[config.mk]
export PLATFORM = sky130hd
export DESIGN_NAME = wb_host_master
export DESIGN_NICKNAME = d
export VERILOG_FILES = /design/src/rtl/wb_host_pkg.sv /design/src/rtl/wb_timeout_ctr.sv /design/src/rtl/wb_host_master.sv
export SDC_FILE = /design/constraint.sdc
export NUM_CORES = 1
export LEC_CHECK = 0
export ABC_CLOCK_PERIOD_IN_PS = 1550
export BUFFER_PORTS_ARGS = -buffer_cell sky130_fd_sc_hd__buf_4
export CORE_UTILIZATION = 45
export DETAILED_ROUTE_END_ITERATION = 12
export PLACE_DENSITY = 0.77
export RECOVER_POWER = 25
export SYNTH_ARGS = -nofsm -noshare
export SYNTH_HDL_FRONTEND = slang
export SYNTH_SLANG_ARGS = --single-unit
[constraint.sdc]
create_clock -name wb_clk_i -period 1.55 [get_ports wb_clk_i]
set_input_delay 0.155 -clock wb_clk_i [delete_from_list [all_inputs] [get_ports wb_clk_i]]
set_output_delay 0.155 -clock wb_clk_i [all_outputs]
set_load 0.02 [all_outputs]
[src/rtl/wb_host_pkg.sv]
// Shared types and constants for the Wishbone host-side master.
// Holds the FSM state encoding, bus widths and the timeout counter width helper.
package wb_host_pkg;

  localparam int WB_ADR_W = 32;
  localparam int WB_DAT_W = 32;
  localparam int WB_SEL_W = 4;

  typedef enum logic [1:0] {
    IDLE = 2'd0,
    BUS  = 2'd1,
    RESP = 2'd2
  } state_e;

  function automatic int ctr_width(input int max_cycles);
    return $clog2(max_cycles + 1);
  endfunction

endpackage

[src/rtl/wb_timeout_ctr.sv]
// Acknowledge timeout counter: counts bus cycles without ack and flags the last permitted one.
// expired_o is high during the BUS cycle whose end brings the count to TIMEOUT_CYCLES.
module wb_timeout_ctr
  import wb_host_pkg::*;
#(
  parameter int TIMEOUT_CYCLES = 255
) (
  input  logic clk_i,
  input  logic rst_ni,
  input  logic clear_i,
  input  logic en_i,
  output logic expired_o
);

  localparam int            CW   = ctr_width(TIMEOUT_CYCLES);
  localparam logic [CW-1:0] LAST = CW'(TIMEOUT_CYCLES - 1);
  localparam logic [CW-1:0] TOP  = CW'(TIMEOUT_CYCLES);

  logic [CW-1:0] cnt_q, cnt_d;

  always_comb begin
    cnt_d = cnt_q;
    if (clear_i) begin
      cnt_d = '0;
    end else if (en_i && (cnt_q != TOP)) begin
      cnt_d = cnt_q + CW'(1);
    end
  end

  always_ff @(posedge clk_i) begin
    if (!rst_ni) begin
      cnt_q <= '0;
    end else begin
      cnt_q <= cnt_d;
    end
  end

  assign expired_o = en_i && (cnt_q == LAST);

endmodule

[src/rtl/wb_host_master.sv]
// Single-outstanding Wishbone classic master bridging a valid/ready host request
// port to the bus, with an acknowledge timeout that returns an error response.
//
// state | meaning
// IDLE  | ready for a host request, bus quiet
// BUS   | cyc/stb asserted, waiting for ack or timeout
// RESP  | response held until the host takes it
module wb_host_master
  import wb_host_pkg::*;
#(
  parameter int TIMEOUT_CYCLES = 255
) (
  input  logic                wb_clk_i,
  input  logic                wb_rst_i,
  input  logic                req_valid_i,
  output logic                req_ready_o,
  input  logic                req_we_i,
  input  logic [WB_ADR_W-1:0] req_adr_i,
  input  logic [WB_DAT_W-1:0] req_dat_i,
  input  logic [WB_SEL_W-1:0] req_sel_i,
  output logic                rsp_valid_o,
  input  logic                rsp_ready_i,
  output logic [WB_DAT_W-1:0] rsp_dat_o,
  output logic                rsp_err_o,
  output logic                wbm_cyc_o,
  output logic                wbm_stb_o,
  output logic                wbm_we_o,
  output logic [WB_ADR_W-1:0] wbm_adr_o,
  output logic [WB_DAT_W-1:0] wbm_dat_o,
  output logic [WB_SEL_W-1:0] wbm_sel_o,
  input  logic [WB_DAT_W-1:0] wbm_dat_i,
  input  logic                wbm_ack_i,
  output logic                busy_o
);

  state_e                state_q, state_d;
  logic                  we_q, we_d;
  logic [WB_ADR_W-1:0]   adr_q, adr_d;
  logic [WB_DAT_W-1:0]   dat_q, dat_d;
  logic [WB_SEL_W-1:0]   sel_q, sel_d;
  logic [WB_DAT_W-1:0]   rsp_dat_q, rsp_dat_d;
  logic                  rsp_err_q, rsp_err_d;
  logic                  accept;
  logic                  in_bus;
  logic                  expired;

  // Ready is masked during reset so nothing is accepted on a resetting edge.
  assign req_ready_o = (state_q == IDLE) && wb_rst_i;
  assign accept      = req_valid_i && req_ready_o;
  assign in_bus      = (state_q == BUS);

  wb_timeout_ctr #(
    .TIMEOUT_CYCLES(TIMEOUT_CYCLES)
  ) u_timeout (
    .clk_i    (wb_clk_i),
    .rst_ni   (wb_rst_i),
    .clear_i  (accept),
    .en_i     (in_bus && !wbm_ack_i),
    .expired_o(expired)
  );

  always_comb begin
    state_d   = state_q;
    we_d      = we_q;
    adr_d     = adr_q;
    dat_d     = dat_q;
    sel_d     = sel_q;
    rsp_dat_d = rsp_dat_q;
    rsp_err_d = rsp_err_q;
    unique case (state_q)
      IDLE: begin
        if (accept) begin
          state_d = BUS;
          we_d    = req_we_i;
          adr_d   = req_adr_i;
          dat_d   = req_dat_i;
          sel_d   = req_sel_i;
        end
      end
      BUS: begin
        // Ack is checked first so a last-cycle ack still completes cleanly.
        if (wbm_ack_i) begin
          state_d   = RESP;
          rsp_dat_d = we_q ? '0 : wbm_dat_i;
          rsp_err_d = 1'b0;
        end else if (expired) begin
          state_d   = RESP;
          rsp_dat_d = '0;
          rsp_err_d = 1'b1;
        end
      end
      RESP: begin
        if (rsp_ready_i) begin
          state_d = IDLE;
        end
      end
      default: state_d = IDLE;
    endcase
  end

  always_ff @(posedge wb_clk_i) begin
    if (!wb_rst_i) begin
      state_q   <= IDLE;
      we_q      <= 1'b0;
      adr_q     <= '0;
      dat_q     <= '0;
      sel_q     <= '0;
      rsp_dat_q <= '0;
      rsp_err_q <= 1'b0;
    end else begin
      state_q   <= state_d;
      we_q      <= we_d;
      adr_q     <= adr_d;
      dat_q     <= dat_d;
      sel_q     <= sel_d;
      rsp_dat_q <= rsp_dat_d;
      rsp_err_q <= rsp_err_d;
    end
  end

  assign wbm_cyc_o   = in_bus;
  assign wbm_stb_o   = in_bus;
  assign wbm_we_o    = in_bus && we_q;
  assign wbm_sel_o   = in_bus ? sel_q : '0;
  assign wbm_adr_o   = adr_q;
  assign wbm_dat_o   = dat_q;
  assign rsp_valid_o = (state_q == RESP);
  assign rsp_dat_o   = rsp_dat_q;
  assign rsp_err_o   = rsp_err_q;
  assign busy_o      = (state_q != IDLE);

endmodule

==> metrics.md, run 1 <==
| Metric | Value |
|---|---|
| Syn Nets | 619 |
| DIE AREA | 0.009784 sq mm |
| FP Rows | 34 |
| Worst reg2reg path depth | 7 |
| Ports | 213 |
| Rel. slew slack | 72.45% |
| Grt total ovfl | 0 |
| Post-DP HPWL | 7681 um |
| Final Skew | 0.01436 ns |
| FF-to-FF Start | u_timeout.cnt_q[0]$_SDFFE_PP0P_ |
| Class of the most critical hold timing path | in -> reg |
| Largest net degree at the start of global routing | 106 |
| Most area-consuming cells after synthesis | dfxtp_1 53%, nand2_1 15%, o21ai_0 11% |
| Clock transition at path regs | 0.11 ns |
| Synth area leader | dfxtp_1 |
| Maximum clock rate | 0.6664 GHz |
| Mapped cell area | 0.004227 sq mm |
| Max-slew violations | 0 |
| Synth Flop Type | dfxtp_1 |
| Initial Util | 47.54% |
| DRC Markers | 0 |
| Layout cells sized above 1 | 26.34% |
| Count leader, synth | nand2_1 |
| CTS Buffer Depth | 2 |
| CP bufs+invs | 3 |
| Crit Path Class | reg -> reg |
| Multi-input logic area | 0.001815 sq mm |
| Vias in the first global route | 4361 |
| Antenna diode count | 0 |
| Area share of the largest cell type after synthesis | 53.05% |
| Final period util | 96.81% |
| Worst path top cell family by delay | compound AO/OA/AOI/OAI gates |
| Syn avg cell area | 8.271 sq um |
| First-pass GRT wire length | 20360 um |
| DRT Pass-1 Iters | 5 |
| Number of port buffers | 212 |
| Worst Hold Slack | 0.01064 ns |
| FF/Latch Area | 0.002253 sq mm |
| CP max stage delay | 0.36 ns |
| Worst skew pair latency | 0.36 ns |
| Worst R2R End | rsp_dat_o[28]$_SDFFE_PN0P_ |
| DRT Wirelength | 13310 um |
| Run status | finished clean |
| Count of final setup violators | 0 |
| Post-synthesis sequential area ratio | 53.05% |
| Fillers | 662 |
| Hold path depth | 3 |
| CTS root buffer | clkbuf_8 |
| Initial DRC count | 171 |
| PnR worst setup slack | 0.04943 ns |
| GRT Total Usage | 26.05% |
| Clk sinks | 112 |
| Slew at the pin closest to its max-slew limit | 0.4133 ns |
| CTS tree | built |
| Final non-filler cell area | 0.006685 sq mm |
| Reg2reg setup slack | 0.05 ns |
| Endpoints failing hold | 0 |
| CP max stage cell | dfxtp_2 |
| Initial antenna violation count | 0 |
| Core area | 0.008891 sq mm |
| Vias per std cell | 5.019 |
| Die span in x | 98.92 um |
| CP Launch Type | flip-flop |
| Post-Place Cell Area | 0.005886 sq mm |
| Synth cell types | 39 |
| Die height | 98.92 um |
| # H-tree levels | 3 |
| WL/cell | 14.95 um |
| Worst-path cell chain | inv_1, ha_2, a41oi_4, buf_4, clkbuf_16, o21ai_0, a21boi_0 |
| Worst Hold Endpoint | wbm_dat_o[23]$_SDFFE_PN0P_ |
| Inserted Clock Buffers | 9 |
| Worst VDD drop | 0.6619 mV |
| Layout overhead on the synthesized area | 58.17% |
| Crit path DAT | 1.79 ns |
| Gate count of the mapped netlist | 511 |
| Worst Path Max Fanout | 8 |
| P per Cell Area | 956.2 mW/mm^2 |
| Via Count | 4467 |
| Gpl congestion | 0.8178 |
| Number of synthesized register bits | 112 |
| Nets | 885 |
| Yosys warnings | 0 |
| Fraction of registers with async set or reset after synthesis | 0% |
| CP Capture Type | flip-flop |
| Hold Crit Start | req_dat_i[23] |
| Post-DRT Antenna Nets | 0 |
| Static Leak | 2.782 nW |
| Synth cell count leaders | 174 x nand2_1, 112 x dfxtp_1, 91 x o21ai_0 |
| Max cap viols | 0 |
| Number of synthesized flops with an enable pin | 0 |
| Tmin final | 1.501 ns |
| Req. time, crit path | 1.84 ns |
| Pre-CTS setup slack | -0.02450 ns |
## worst register-to-register path, delay by kind of cell, from the launching register on
family / cells / cell delay (ns)
AOI/OAI and AO/OA: 3 / 0.47
adders and majority gates: 1 / 0.21
buffers and inverters: 3 / 0.39
DFF: 1 / 0.36
## cells in the final DEF (no fill, tap or decap), types with 2 or more instances in the layout
cell	Yosys	routed
dlygate4sd3_1	0	68
o211ai_1	2	2
clkbuf_8	0	10
nor2_1	9	8
bufinv_16	0	2
dfxtp_2	0	6
dfxtp_1	112	105
and2_1	6	6
a21boi_0	27	13
xor2_1	5	5
buf_12	0	5
buf_4	1	163
a21boi_1	5	19
clkbuf_1	16	54
and3_1	2	2
nand2_1	174	174
o21ai_0	91	89
nand4_1	4	4
o21ai_1	10	12
nor2b_1	2	2
or2_2	2	2
## power by group
part,switching (mW),total [mW],internal [mW]
Sequential,0.107,3.17,3.06
Combinational,0.669,1.26,0.593
Clock,0.998,1.96,0.962
## registers in the layout, indices dropped and copies added, names as in the netlist
name / count
rsp_dat_o: 32
wbm_adr_o: 32
wbm_dat_o: 32
u_timeout.cnt_q: 8
sel_q: 4
state_q: 2
rsp_err_o: 1
we_q: 1
## per-stage QoR
step / TNS [ns] / power, mW / util, % / std cells
after floorplan: 0 / 3.775 / - / 511
after global placement: 0 / 4.344 / 66.20 / 801
after detailed placement: -0.02450 / 4.366 / 66.20 / 801
after CTS: 0 / 6.451 / 76.44 / 885
after global routing: -0.2408 / 6.655 / 75.19 / 890
final: 0 / 6.392 / 75.19 / 890
## per-layer routing
metal / wire length [um] / global-route usage, % / share of wire, % / up-vias
met1: 5576 / 30.61 / 42 / 2043
li1: - / - / - / 2212
met2: 6416 / 44.27 / 48 / 183
met4: 355 / 11.02 / 2.7 / 0
met3: 958 / 7.660 / 7.2 / 29
met5: 0 / 0 / 0 / -
## layout make-up
cell class	count	share of cell area (%)
clock buffers	10	2.059
clock inverters	6	1.348
repair buffers	292	33.56
well taps	108	2.021
flip-flops and latches	112	33.71
inverters	2	0.1497
multi-input cells	360	27.16
## cell families after synthesis
family | Yosys count | share of synthesized area, %
simple gates | 208 | 20.54
compound gates | 144 | 19.98
flops | 112 | 53.05
buf+inv | 39 | 4.589
xor+xnor | 6 | 1.243
fa+ha+maj | 2 | 0.5920
## worst max path at each step
stage	start	end	cells after the start
detailed placement	u_timeout.cnt_q[0]$_SDFFE_PP0P_	rsp_dat_o[5]$_SDFFE_PN0P_	6
finish	u_timeout.cnt_q[0]$_SDFFE_PP0P_	rsp_dat_o[28]$_SDFFE_PN0P_	7
floorplan	state_q[1]$_SDFFE_PN0P_	wbm_dat_o[28]$_SDFFE_PN0P_	7
global route	u_timeout.cnt_q[0]$_SDFFE_PP0P_	rsp_dat_o[8]$_SDFFE_PN0P_	7
global placement	u_timeout.cnt_q[0]$_SDFFE_PP0P_	rsp_dat_o[25]$_SDFFE_PN0P_	6
CTS	state_q[1]$_SDFFE_PN0P_	wbm_we_o	4
## repair_timing
action / 4_1_cts / 5_1_grt
pin swaps: 0 / 3
endpoints found under the setup margin: 8 / 26
gates cloned: 0 / 2
endpoints found under the hold margin: 68 / 0
setup buffers: 0 / 3
hold buffers: 68 / 0
gates resized for setup: 4 / 25
No activity file was read; power rests on OpenSTA's default activity.
==> run 2, diff against run 1 <==
--- a/config.mk
+++ b/config.mk
@@ -7,9 +7,10 @@
 export LEC_CHECK = 0
 export ABC_CLOCK_PERIOD_IN_PS = 1550
 export BUFFER_PORTS_ARGS = -buffer_cell sky130_fd_sc_hd__buf_4
+export CORE_ASPECT_RATIO = 0.8
 export CORE_UTILIZATION = 45
 export DETAILED_ROUTE_END_ITERATION = 12
-export PLACE_DENSITY = 0.77
+export PLACE_DENSITY = 0.85
 export RECOVER_POWER = 25
 export SYNTH_ARGS = -nofsm -noshare
 export SYNTH_HDL_FRONTEND = slang
==> metrics.md, run 2 (synthesis results as in run 1) <==
| Metric | Value |
|---|---|
| Run status | finished clean |
| Crit path DAT | 1.75 ns (-0.04 ns) |
| Switching Power | 1.743 mW (-1.8%) |
| Die span in x | 110.4 um (+12%) |
| Sw Share | 25.47% (-2.3 points) |
| Worst skew pair latency | 0.34 ns (-0.02 ns) |
| Ports | 213 (unchanged) |
| Initial antenna violation count | 0 (unchanged) |
| Non-filler cells, final | 861 (-3.3%) |
| WL met2 | 6024 um (-6.1%) |
| Count of final setup violators | 0 (unchanged) |
| Slew at the pin closest to its max-slew limit | 0.5297 ns (+0.1164 ns) |
| Final Util | 71.00% (-4.2 points) |
| DRT Pass-1 Iters | 6 (+1) |
| Number of port buffers | 212 (unchanged) |
| Clk sinks | 112 (unchanged) |
| FP Rows | 31 (-8.8%) |
| CTS Buffer Depth | 2 (unchanged) |
| Max-slew violations | 0 (unchanged) |
| First-pass GRT wire length | 17750 um (-13%) |
| Most frequent cells in the layout | 174 x nand2_1, 167 x buf_4, 104 x dfxtp_1 |
| Nets | 850 (-4.0%) |
| Clock transition at path regs | 0.07 ns (-0.04 ns) |
| Class of the most critical hold timing path | in -> reg |
| Clock share of power | 36.4% (+5.7 points) |
| M1 WL | 5003 um (-10%) |
| # H-tree levels | 3 (unchanged) |
| Top sig layer | met4 |
| DIE AREA | 0.009786 sq mm (about the same) |
| CTS root buffer | clkbuf_16 |
| Layout cells sized above 1 | 28.02% (+1.7 points) |
| Sequential power share | 46.3% (-3.3 points) |
| P per Cell Area | 1062 mW/mm^2 (+11%) |
| Max cap viols | 0 (unchanged) |
| DRT Wirelength | 12320 um (-7.4%) |
| Inserted Clock Buffers | 9 (unchanged) |
| GRT Total Usage | 23.58% (-2.5 points) |
| Die height | 88.68 um (-10%) |
| Final period util | 97.46% (+0.65 points) |
| Post-DRT Antenna Nets | 0 (unchanged) |
| # placed instances | 811 (+1.2%) |
| Commonest non-fill, non-tap cell in the layout | nand2_1 |
| Vias per std cell | 5.009 (-0.20%) |
| Met3 WL | 1006 um (+5.0%) |
| Maximum clock rate | 0.6620 GHz (-0.66%) |
| Worst Path Max Fanout | 8 (unchanged) |
| Gpl congestion | 0.8754 (+7.0%) |
| CP Capture Type | flip-flop |
| Vias in the first global route | 3883 (-11%) |
| CP Launch Type | flip-flop |
| Via Count | 4313 (-3.4%) |
| WL/cell | 14.31 um (-4.3%) |
| Logic pwr share | 17.2% (-2.5 points) |
| Crit Path Class | reg -> reg |
| Core area | 0.009076 sq mm (+2.1%) |
| Internal power | 5.099 mW (+10%) |
| Tmin final | 1.511 ns (+0.01001 ns) |
| Static Leak | 2.703 nW (-2.8%) |
| Req. time, crit path | 1.79 ns (-0.05 ns) |
| Grt total ovfl | 0 (unchanged) |
| Rel. slew slack | 64.69% (-7.8 points) |
| Largest net degree at the start of global routing | 59 (-44%) |
| Final Skew | 0.006177 ns (-0.008180 ns) |
| Endpoints failing hold | 0 (unchanged) |
| Post-DP HPWL | 8171 um (+6.4%) |
| CTS tree | built |
| Initial Util | 46.57% (-0.97 points) |
| DRC Markers | 0 (unchanged) |
| Initial DRC count | 295 (+73%) |
| Layout overhead on the synthesized area | 52.46% |
| Worst VDD drop | 0.8920 mV (+35%) |
| Antenna diode count | 0 (unchanged) |
==> run 2: changes by cell type in the layout (fill, tap and decap cells not counted), moves of 4 or more <==
| cell | delta |
|---|---|
| buf_4 | +4 |
| a21boi_1 | +8 |
| a21boi_0 | -8 |
| clkbuf_16 | +10 |
| dlygate4sd3_1 | -38 |
| clkbuf_8 | -8 |
==> run 2: path summary, 6_finish.rpt <==
kind / startpoint / end / slack (ns) / depth (start not counted)
worst max-delay path: u_timeout.cnt_q[0]$_SDFFE_PP0P_ / state_q[1]$_SDFFE_PN0P_ / 0.04 / 7
worst min-delay path: req_dat_i[10] / wbm_dat_o[10]$_SDFFE_PN0P_ / 0.008 / 3
worst max register to register: u_timeout.cnt_q[0]$_SDFFE_PP0P_ / state_q[1]$_SDFFE_PN0P_ / 0.04 / 7
worst min register to register: wbm_dat_o[19]$_SDFFE_PN0P_ / wbm_dat_o[19]$_SDFFE_PN0P_ / 0.45 / 2
==> run 2: area by class of cell <==
cell class | count | area [sq um]
Fill cell | 707 | 2633
Sequential cell | 112 | 2252
Timing Repair Buffer | 257 | 1911
Multi-Input combinational cell | 360 | 1808
Clock buffer | 12 | 256.5
Tap cell | 115 | 143.9
Clock inverter | 3 | 65.06
Inverter | 2 | 7.507
==> run 2: critical path, cell delays in order, from the launching register on <==
cell       delay, ns
dfxtp_2         0.35
inv_1           0.07
ha_2            0.21
a41oi_4         0.25
buf_12          0.15
clkbuf_16       0.14
nor2_1          0.04
o21a_1          0.19
==> run 2: what timing repair did <==
| item | in CTS | in global routing |
|---|---|---|
| setup buffers | 0 | 2 |
| hold buffers | 30 | 0 |
| pin swaps | 0 | 7 |
| hold endpoints to repair | 30 | 0 |
| resized for setup | 4 | 33 |
| endpoints found under the setup margin | 7 | 39 |
| cloned | 0 | 3 |
==> run 2: per-layer routing <==
layer	up-vias	global-route usage, %
met5	-	0
met4	0	9.569
met3	24	7.585
met2	177	40.99
met1	1968	26.88
li1	2144	-
==> run 2: through the flow <==
stage | hold WS (ns) | instance area [sq um] | power (mW) | setup TNS (ns) | setup WS [ns]
after floorplan | 0.2636 | 4227 | 3.775 | 0 | 0.05892
after global placement | 0.3485 | 5904 | 4.339 | 0 | 0.1244
after detailed placement | 0.3527 | 5904 | 4.378 | 0 | 0.007178
after CTS | 0.0002993 | 6528 | 6.913 | 0 | 0.005185
after global routing | 0.006771 | 6444 | 7.106 | -0.1141 | -0.05657
final | 0.007734 | 6444 | 6.842 | 0 | 0.03943
==> run 2: power by group through the flow <==
stage                     registers (mW)  logic, mW  clock network, mW
after floorplan                     3.43      0.350                  0
after global placement              3.22       1.12                  0
after detailed placement            3.23       1.15                  0
after CTS                           3.17       1.21               2.54
after global routing                3.19       1.27               2.64
final                               3.17       1.18               2.49
